<file path="src/rtl/wb_stage.sv">
// wb_stage: writeback stage that registers either the ALU result or the extracted load word
// onto the register-file write port. Defining WB_FWD_EN adds the forwarding-compare ports.
module wb_stage #(
    parameter int MEM_TIMEOUT = 255
) (
    input  logic        clk,
    input  logic        rst_n,
    input  logic        in_valid,
    output logic        in_ready,
    input  logic        in_RegWrite,
    input  logic        in_MemToReg,
    input  logic [1:0]  in_LoadType,
    input  logic        in_LoadSigned,
    input  logic [1:0]  in_ByteOffset,
    input  logic [4:0]  in_RD_Address,
    input  logic [31:0] in_ALUResult,
    input  logic        mem_valid,
    input  logic [31:0] mem_data,
    output logic        RegWrite,
    output logic [4:0]  RD_Address,
    output logic [31:0] RDdata,
    output logic        err
`ifdef WB_FWD_EN
    ,
    input  logic [4:0]  RS_Address,
    input  logic [4:0]  RT_Address,
    output logic        fwd_RS_hit,
    output logic        fwd_RT_hit,
    output logic [31:0] fwd_data
`endif
);

    // state    | meaning
    // IDLE     | no instruction in flight, accepting
    // WAIT_MEM | load accepted, waiting for mem_valid or timeout
    // WRITE    | write port driven this cycle, accepting the next instruction
    typedef enum logic [1:0] {IDLE, WAIT_MEM, WRITE} state_t;

    localparam int CW = (MEM_TIMEOUT > 255) ? $clog2(MEM_TIMEOUT + 1) : 8;

    state_t        r_state;
    state_t        w_state_nxt;
    logic [CW-1:0] r_cnt;
    logic          r_we;
    logic          r_lsigned;
    logic [1:0]    r_ltype;
    logic [1:0]    r_off;
    logic [4:0]    r_rd;
    logic          r_regwrite;
    logic          r_err;
    logic [4:0]    r_rd_addr;
    logic [31:0]   r_rddata;
    logic          w_accept;
    logic          w_tmo;
    logic          w_err;
    logic [7:0]    w_byte;
    logic [15:0]   w_half;
    logic [31:0]   w_load;

    assign in_ready = rst_n && (r_state != WAIT_MEM);
    assign w_accept = in_valid && in_ready;
    assign w_tmo    = (r_cnt == CW'(MEM_TIMEOUT - 1));

    always_ff @(posedge clk or negedge rst_n) begin
        if (!rst_n) begin
            r_state <= IDLE;
        end else begin
            r_state <= w_state_nxt;
        end
    end

    always_comb begin
        w_state_nxt = r_state;
        w_err       = 1'b0;
        case (r_state)
            IDLE, WRITE: begin
                if (w_accept) begin
                    w_state_nxt = in_MemToReg ? WAIT_MEM : WRITE;
                end else begin
                    w_state_nxt = IDLE;
                end
            end
            WAIT_MEM: begin
                // returned data wins over a timeout landing in the same cycle
                if (mem_valid) begin
                    w_state_nxt = WRITE;
                end else if (w_tmo) begin
                    w_state_nxt = IDLE;
                    w_err       = 1'b1;
                end
            end
            default: w_state_nxt = IDLE;
        endcase
    end

    always_comb begin
        w_byte = 8'h00;
        case (r_off)
            2'd0: w_byte = mem_data[7:0];
            2'd1: w_byte = mem_data[15:8];
            2'd2: w_byte = mem_data[23:16];
            2'd3: w_byte = mem_data[31:24];
            default: w_byte = 8'h00;
        endcase
        w_half = r_off[1] ? mem_data[31:16] : mem_data[15:0];
        case (r_ltype)
            2'b01:   w_load = {{24{r_lsigned & w_byte[7]}}, w_byte};
            2'b10:   w_load = {{16{r_lsigned & w_half[15]}}, w_half};
            default: w_load = mem_data;
        endcase
    end

    always_ff @(posedge clk or negedge rst_n) begin
        if (!rst_n) begin
            r_cnt      <= '0;
            r_we       <= 1'b0;
            r_lsigned  <= 1'b0;
            r_ltype    <= 2'b00;
            r_off      <= 2'b00;
            r_rd       <= 5'd0;
            r_regwrite <= 1'b0;
            r_err      <= 1'b0;
            r_rd_addr  <= 5'd0;
            r_rddata   <= 32'd0;
        end else begin
            r_regwrite <= 1'b0;
            r_err      <= w_err;
            if (w_accept) begin
                if (in_MemToReg) begin
                    r_we      <= in_RegWrite;
                    r_lsigned <= in_LoadSigned;
                    r_ltype   <= in_LoadType;
                    r_off     <= in_ByteOffset;
                    r_rd      <= in_RD_Address;
                    r_cnt     <= '0;
                end else begin
                    r_rd_addr  <= in_RD_Address;
                    r_rddata   <= in_ALUResult;
                    r_regwrite <= in_RegWrite && (in_RD_Address != 5'd0);
                end
            end else if (r_state == WAIT_MEM) begin
                if (mem_valid) begin
                    r_rd_addr  <= r_rd;
                    r_rddata   <= w_load;
                    r_regwrite <= r_we && (r_rd != 5'd0);
                end else begin
                    r_cnt <= r_cnt + CW'(1);
                end
            end
        end
    end

    assign RegWrite   = r_regwrite;
    assign RD_Address = r_rd_addr;
    assign RDdata     = r_rddata;
    assign err        = r_err;

`ifdef WB_FWD_EN
    assign fwd_RS_hit = r_regwrite && (RS_Address == r_rd_addr);
    assign fwd_RT_hit = r_regwrite && (RT_Address == r_rd_addr);
    assign fwd_data   = r_rddata;
`endif

endmodule

</file>
<file path="config.mk">
export PLATFORM = sky130hd
export DESIGN_NAME = wb_stage
export DESIGN_NICKNAME = d
export VERILOG_FILES = /design/src/rtl/wb_stage.sv
export SDC_FILE = /design/constraint.sdc
export NUM_CORES = 1
export LEC_CHECK = 0
export CAP_MARGIN = 20
export CORE_MARGIN = 2
export CORE_UTILIZATION = 49
export DETAILED_ROUTE_END_ITERATION = 7
export PLACE_DENSITY = 0.86
export SLEW_MARGIN = 10
export SYNTH_ARGS = -nofsm -noshare
export SYNTH_HDL_FRONTEND = slang
export SYNTH_SLANG_ARGS = --single-unit
</file>
<file path="constraint.sdc">
create_clock -name clk -period 3.4 [get_ports clk]
set_clock_uncertainty 0.05 [all_clocks]
set_input_delay 0.68 -clock clk [delete_from_list [all_inputs] [get_ports clk]]
set_output_delay 0.68 -clock clk [all_outputs]
set_load 0.02 [all_outputs]
</file>
==> results of run 1 <==
cells by family after synthesis:
kind of cell               after synthesis  synth area share [%]
and+or+nand+nor                        175                  22.6
AOI/OAI and AO/OA                      102                  22.2
DFF                                     60                  43.5
buffers and inverters                   34                  5.44
muxes                                   10                  3.30
xor gates and xnor gates                 6                  1.52
adders and majority gates                4                  1.45
layer usage:
layer  routed length, microns  GRT usage [%]
met1                     4220           37.2
met2                     4960           45.1
met3                      760           4.71
met4                      252           10.9
met5                        0              0
path summary, 6_finish.rpt:
kind | startpoint | end | slack, ns | depth (start not counted)
max | r_state[0]$_DFFE_PN0P_ | in_ready | 0.89 | 3
min | rst_n | r_cnt[1]$_DFFE_PN0P_ | 0.17 | 1
max in group asynchronous | rst_n | RDdata[1]$_DFFE_PN0P_ | 2.30 | 2
min reg2reg | r_lsigned$_DFFE_PN0P_ | r_lsigned$_DFFE_PN0P_ | 0.43 | 2
max reg2reg | r_ltype[0]$_DFFE_PN0P_ | RDdata[8]$_DFFE_PN0P_ | 0.95 | 7
min in group clk | r_lsigned$_DFFE_PN0P_ | r_lsigned$_DFFE_PN0P_ | 0.43 | 2
layout make-up:
cell class                      count  area (sq um)  share of cell area, %
Sequential cell                    60          1500                   31.2
Tap cell                           96           120                   2.49
Clock inverter                      5          27.5                  0.571
Multi-Input combinational cell    297          1760                   36.6
Timing Repair Buffer              127          1250                   25.9
Inverter                            5          18.8                  0.390
Clock buffer                       11           141                   2.94
per-stage QoR:
stage | hold slack [ns] | std cells | total power [mW] | setup WS, ns
floorplan | 0.334 | 391 | 1.77 | 1.68
global placement | 0.410 | 585 | 2.29 | 0.887
detailed placement | 0.418 | 585 | 2.33 | 0.770
CTS | 0.172 | 601 | 2.89 | 0.880
global route | 0.192 | 601 | 3.05 | 0.777
finish | 0.169 | 601 | 2.89 | 0.885
sequential cells by signal (all words and copies together), names as in the netlist, 2 cells and up:
register and count:
r_cnt 8, r_ltype 2, RDdata 32, RD_Address 5
r_off 2, r_rd 5, r_state 2
power by group through the flow:
stage	logic (mW)	clock network, mW	registers, mW
after floorplan	0.562	0	1.21
after global placement	1.24	0	1.05
after detailed placement	1.27	0	1.05
after CTS	1.28	0.564	1.04
after global routing	1.38	0.595	1.07
final	1.28	0.565	1.05
placed cells by master, fill, tap and decap left out, types with 8 or more instances in the layout:
cell type and instances:
clkbuf_8 10, dfrtp_1 60, a21oi_1 10, buf_4 8, nor2_1 57, nor3_1 18, mux2i_1 8, nand2_1 66
nand3_1 10, o21ai_0 22, o211ai_1 9, a211oi_2 11, clkdlybuf4s50_1 118
worst register-to-register path, delay by kind of cell, from the launching register on:
| kind | cells | cell delay, ns |
|---|---|---|
| and+or+nand+nor | 2 | 0.37 |
| AOI/OAI and AO/OA | 3 | 0.74 |
| buffers and inverters | 1 | 0.06 |
| adders and majority gates | 1 | 0.77 |
| DFF | 1 | 0.35 |
==> flow_summary.toml, run 1 <==
[outcome]
outcome = "finished clean"

[clock_tree]
post_cts_resized = 0
cts.path.max_buffers = 2
cts_made_buffers = 9
clkLatencyLatePin_ns = 0.34
cts_htree_levels = 3
root_buffer = "clkbuf_8"
clk_pin_slew_worst_paths_ns = 0.07
cts.sinks = 60
cts_setup_buffers = 0
cts_tree = "done"
postCtsHoldBufs = 0

[critical_path]
cp-start-kind = "flip-flop"
crit_chain = "nand2b_1 -> and2_1 -> clkdlybuf4s50_1"
max_stage_delay_ns = 0.60
critical_path.max_fanout = 8
crit_required_ns = 2.67
cp.arrival_ns = 1.78
critPathSlowestCell = "clkdlybuf4s50_1"
setup.worst_path.end_class = "primary output"
crit_family = "buffers and inverters"
worst-path-buf-inv = 1
crit_type = "flip-flop to primary output"

[timing]
fin_crit_ns = 2.51
rsz0062_at_grt = "no"
slew_headroom_pct = 37.1
setup_viol = 0
hold_viol = 0
tns_ns = 0
worst_pin_slew_ns = 0.944
slew_violations = 0
fmax_ghz = 0.398
min_period_over_period_pct = 74.0

[place]
gp_congestion = 0.888
dp_hpwl_microns = 7480
dpl-instance-area_sq_um = 4650
io_buffers = 119

[power_and_ir_drop]
clockPowerShare_pct = 19.5
switching_share_pct = 37.8
power_density_nw_per_um2 = 601
internal_power_mw = 1.80
leakagePower_nw = 1.94
vdd_drop_max_mv = 0.382
p_comb_share_pct = 44.3
seqPwrFrac_pct = 36.2
p_switching_mw = 1.09

[global_routing]
overflow = 0
grt_use_total_pct = 27.8
grt_max_degree = 40
first_global_vias = 3351
grt_antenna_before_repair = 0
grt_pass1_wl_microns = 16400

[yosys]
yosysMostFrequentCell = "nand2_1"
synth_top_flop_cell = "dfrtp_1"
synth-async-reset-ratio_pct = 100
synth.yosys.warnings = 0
syn_nets = 475
synth-seq-cells = 60
yosysTopAreaCellShare_pct = 43.5
syn_inst = 391
synth_edf_count = 0
synth.area.top_cells = "dfrtp_1 (44%), nand2_1 (7.2%), nor2_1 (6.2%), a211oi_2 (4.0%), o21ai_0 (3.2%)"
synth_common_cells = "nand2_1 (66), dfrtp_1 (60), nor2_1 (57)"
ys_seq_area_share_pct = 43.5
syn_avg_cell_area_sq_um = 8.83
synth_top_area_cell = "dfrtp_1"
synth_cell_types = 45
synth_area_sq_um = 3450

[routing]
drc = 0
first_pass_iters = 5
vias = 3420
viasPerCell = 5.69
initialDrtViolationCount = 406
finalWirelength_microns = 10200
wl_per_cell_microns = 16.9
final_antenna_net_count = 0

[finish]
antenna_cells = 0
design_area_sq_um = 4820
drive_above_1_share_pct = 8.51
fillers = 522
utilization_pct = 70.9
nets = 584
syn2layout_area_growth_pct = 39.6

[die]
die_h_microns = 87.9
pin_count = 120
initial_core_util_pct = 50.8
die_w_microns = 87.9
rows = 30
core_area_sq_um = 6790
die_area_sq_um = 7730

[job]
maxCapViolCount = 0

[worst_hold_path]
min_path_type = "primary input to async pin"
No activity file was read; power rests on OpenSTA's default activity.
==> inputs of run 2 (changes only) <==
Settings changed: CORE_UTILIZATION 49 to 46, PLACE_DENSITY 0.86 to 0.81.
Clock period 3.4 ns to 2.4 ns, I/O delays scaled along.
==> run 2 against run 1 <==
  * Non-clock buffer count rose by 8
  * Critical path depth unchanged
  * Sequential share of layout area is 1.1 points lower
  * Critical path type unchanged
==> flow_summary.toml, run 2 (synthesis gave the netlist of run 1 again) <==
[timing]
setup_viol = 0
fin_crit_ns = 2.31
fmax_ghz = 0.433
worst_pin_slew_ns = 0.687
tns_ns = 0
hold_viol = 0
slew_headroom_pct = 54.2
slew_violations = 0
min_period_over_period_pct = 96.2
rsz0062_at_grt = "no"

[finish]
layout_common_cells = "clkdlybuf4s50_1 (118), nand2_1 (66), dfrtp_1 (60)"
antenna_cells = 0
largest_reg_flops = 32
syn2layout_area_growth_pct = 44.8
fillers = 590
final_common_cell = "clkdlybuf4s50_1"
drive_above_1_share_pct = 9.94
design_area_sq_um = 5000
fin_cells = 612
utilization_pct = 68.9
nets = 592

[routing]
first_pass_iters = 5
vias = 3470
drc = 0
finalWirelength_microns = 10600
initialDrtViolationCount = 277
wl_per_cell_microns = 17.4
viasPerCell = 5.67
final_antenna_net_count = 0

[die]
die_area_sq_um = 8210
core_area_sq_um = 7250
die_h_microns = 90.6
die_w_microns = 90.6
rows = 31
initial_core_util_pct = 47.6
pin_count = 120

[clock_tree]
cts.sinks = 60
clkLatencyLatePin_ns = 0.34
cts_tree = "done"
cts_made_buffers = 9
root_buffer = "clkbuf_8"
cts_htree_levels = 3
cts.path.max_buffers = 2
clk_pin_slew_worst_paths_ns = 0.08

[critical_path]
max_stage_delay_ns = 0.59
cp-start-kind = "flip-flop"
worst-path-buf-inv = 1
crit_chain = "nand2b_1 -> and2_1 -> clkdlybuf4s50_1"
critical_path.max_fanout = 8
crit_required_ns = 1.87
setup.worst_path.end_class = "primary output"
crit_type = "flip-flop to primary output"
crit_family = "buffers and inverters"
critPathSlowestCell = "clkdlybuf4s50_1"
cp.arrival_ns = 1.78

[outcome]
outcome = "finished clean"

[place]
dp.cells = 595
gp_congestion = 0.882
dpl-instance-area_sq_um = 4730
dp_hpwl_microns = 7750
io_buffers = 119

[power_and_ir_drop]
leakagePower_nw = 2.02
vdd_drop_max_mv = 0.563
power_density_nw_per_um2 = 904

[global_routing]
overflow = 0
first_global_vias = 3404
top_usage_layer = "met2"
met3_usage_pct = 4.84
grt_use_total_pct = 26.0
grt_antenna_before_repair = 0
grt_pass1_wl_microns = 16900
grtUsageMet1_pct = 33.8
grt_max_degree = 55
use_met2_pct = 42.2

[worst_hold_path]
min_path_type = "primary input to async pin"

[job]
maxCapViolCount = 0
## run 2: stage by stage
| step | power, mW | worst slack [ns] | hold WS (ns) |
|---|---|---|---|
| floorplan | 2.51 | 0.703 | 0.134 |
| global placement | 3.29 | 0.181 | 0.307 |
| detailed placement | 3.33 | 0.141 | 0.312 |
| CTS | 4.52 | 0.0905 | 0.357 |
| global route | 4.72 | 0.0155 | 0.418 |
| finish | 4.52 | 0.0922 | 0.348 |
## run 2: timing repair
item / CTS / global route
hold endpoints to repair: 6 / 0
setup buffers: 0 / 0
gates resized for setup: 0 / 0
hold buffers: 1 / 0
## run 2: layout make-up
cell class / instances / area (sq um) / area share (%)
tap: 99 / 124 / 2.48
clock buffer: 11 / 151 / 3.03
multi-input combinational: 297 / 1760 / 35.3
inverter: 5 / 18.8 / 0.376
timing repair buffer: 135 / 1330 / 26.7
sequential: 60 / 1500 / 30.0
clock inverter: 5 / 106 / 2.13
## run 2: metal layers
metal | vias to the layer above | wire [microns] | part of all wire (%)
li1 | 1627 | - | -
met1 | 1634 | 4430 | 42
met2 | 177 | 5140 | 48
met3 | 32 | 721 | 6.8
met4 | 0 | 326 | 3.1
met5 | - | 0 | 0
## run 2: where the power goes
group | internal (mW) | switching, mW
Clock | 0.751 | 0.434
Combinational | 0.895 | 0.962
Sequential | 1.28 | 0.191
## run 2: worst paths after layout
check | cells after the start | from | slack, ns | end
setup / recovery | 3 | r_state[0]$_DFFE_PN0P_ | 0.09 | in_ready
max in group asynchronous | 2 | rst_n | 1.44 | r_state[0]$_DFFE_PN0P_
hold reg to reg | 2 | r_lsigned$_DFFE_PN0P_ | 0.43 | r_lsigned$_DFFE_PN0P_
setup reg to reg | 7 | r_ltype[1]$_DFFE_PN0P_ | 0.43 | RDdata[5]$_DFFE_PN0P_
hold / removal | 2 | rst_n | 0.35 | r_off[0]$_DFFE_PN0P_
min in group clk | 2 | r_lsigned$_DFFE_PN0P_ | 0.43 | r_lsigned$_DFFE_PN0P_
==> edit: new RTL, flow settings as in run 2 <==
Build with the macro `WB_FWD_EN` defined.
--- a/src/rtl/wb_stage.sv
+++ b/src/rtl/wb_stage.sv
@@ -1,4 +1,6 @@
 // wb_stage: writeback stage that registers either the ALU result or the extracted load word
 // onto the register-file write port. Defining WB_FWD_EN adds the forwarding-compare ports.
+`define WB_FWD_EN
+
 module wb_stage #(
     parameter int MEM_TIMEOUT = 255
Ports: changed (5 added); port bits go from 120 to 164. The function was not compared with the original's and may differ.
==> edit against run 2 <==
Cell area is 11% higher; area after synthesis is 10% higher; power is 14% higher; sequential cell count stayed put; setup slack worse by 0.017 ns; critical path depth is 2 higher; wire length is 11% higher; die area is 9.8% higher; highest routed layer unchanged.
==> edit: results (changes against run 2) <==
- Minimum clock period: 2.32 ns (+0.0170 ns)
- Tot GR Track Use: 0.264 (+0.00426)
- Clock-net power: 0.00104 W (-12%)
- Wire per inst: 17.4 um (+0.17%)
- Worst slack on hold paths: 0.318 ns (-0.0298 ns)
- Maximum fanout along the worst path: 1 (-7)
- NetSw: 0.00198 W (+25%)
- Routed wire length on met3: 826 um (+15%)
- Buffers excl. clock: 179 (+33%)
- Worst VDD drop: 583 uV (+3.6%)
- Post-synthesis sequential area ratio: 0.395 (-0.0404)
- Wl on met1: 4680 um (+5.5%)
- Port Buf Inserts: 163 (+37%)
- Library cells used by synthesis: 46 (+2.2%)
- Drt initial violations: 255 (-7.9%)
- Internal power: 0.00317 W (+8.3%)
- Layout Cells excl Fill: 676 (+10%)
- DP Area: 5300 sq um (+12%)
- Total core area: 8130 sq um (+12%)
- Grt met2 use: 0.450 (+0.0281)
- Met2 routed WL: 5900 um (+15%)
- M3 GR Usage: 0.0583 (+0.00985)
- Share of post-route cells with drive strength above 1: 0.0877 (-0.0117)
- Reg2Reg Setup Slack: 0.32 ns (-0.11 ns)
- Vias: 3,753 (+8.2%)
- Pre-CTS WS: -0.219 ns (-0.360 ns)
- Top cells by area, synth: dfrtp_1, buf_4, nand2_1
- Worst Max-Slew Pin Slew: 0.707 ns (+0.0198 ns)
- Post-synthesis area per instance: 8.70 sq um (-1.4%)
- Leak Pwr: 2.24 nW (+11%)
- Vias in the first global route: 3,633 (+6.7%)
- Adder-cell area share of the yosys netlist: 0.0132 (-0.00135)
- Post-route cell area: 5540 sq um (+11%)
- Seq pwr share: 0.300 (-0.026)
- Post-synthesis mux area share: 0.0299 (-0.00306)
- Post-synthesis xor/xnor area fraction: 0.0368 (+0.0216)
- Comb_multi_in: 311 (+4.7%)
- Most frequent cells after synthesis: nand2_1, dfrtp_1, nor2_1
- Multi-input gate area: 1870 sq um (+6.4%)
- Status: completed
- GRT met1 Usage: 0.317 (-0.0214)
## edit: changes by cell type after synthesis
cell / run 2 / this run
xor2_1: 3 / 11
buf_4: 2 / 34
nor4_1: 0 / 2
xnor2_1: 3 / 5
and3_1: 2 / 4
## edit: worst reg2reg max path, delay by kind of cell (launching register included)
family,cells,cell delay (ns)
AO/OA/AOI/OAI,4,0.69
adder cells (fa/ha/maj),1,0.23
buffers and inverters,1,0.09
flip-flops,1,0.39
AND/OR/NAND/NOR,1,0.54
## edit: repair_timing
item / in CTS / in global routing
endpoints found under the hold margin: 6 / 0
setup endpoints to repair: 2 / 1
hold buffers: 1 / 0
pin swaps: 0 / 0
resized for setup: 2 / 1
## edit: kinds of logic after synthesis
logic type / Yosys count
AO/OA/AOI/OAI: 102
XOR/XNOR: 16
adder cells (fa/ha/maj): 4
buffers and inverters: 66
flip-flops: 60
multiplexers: 10
AND/OR/NAND/NOR: 179
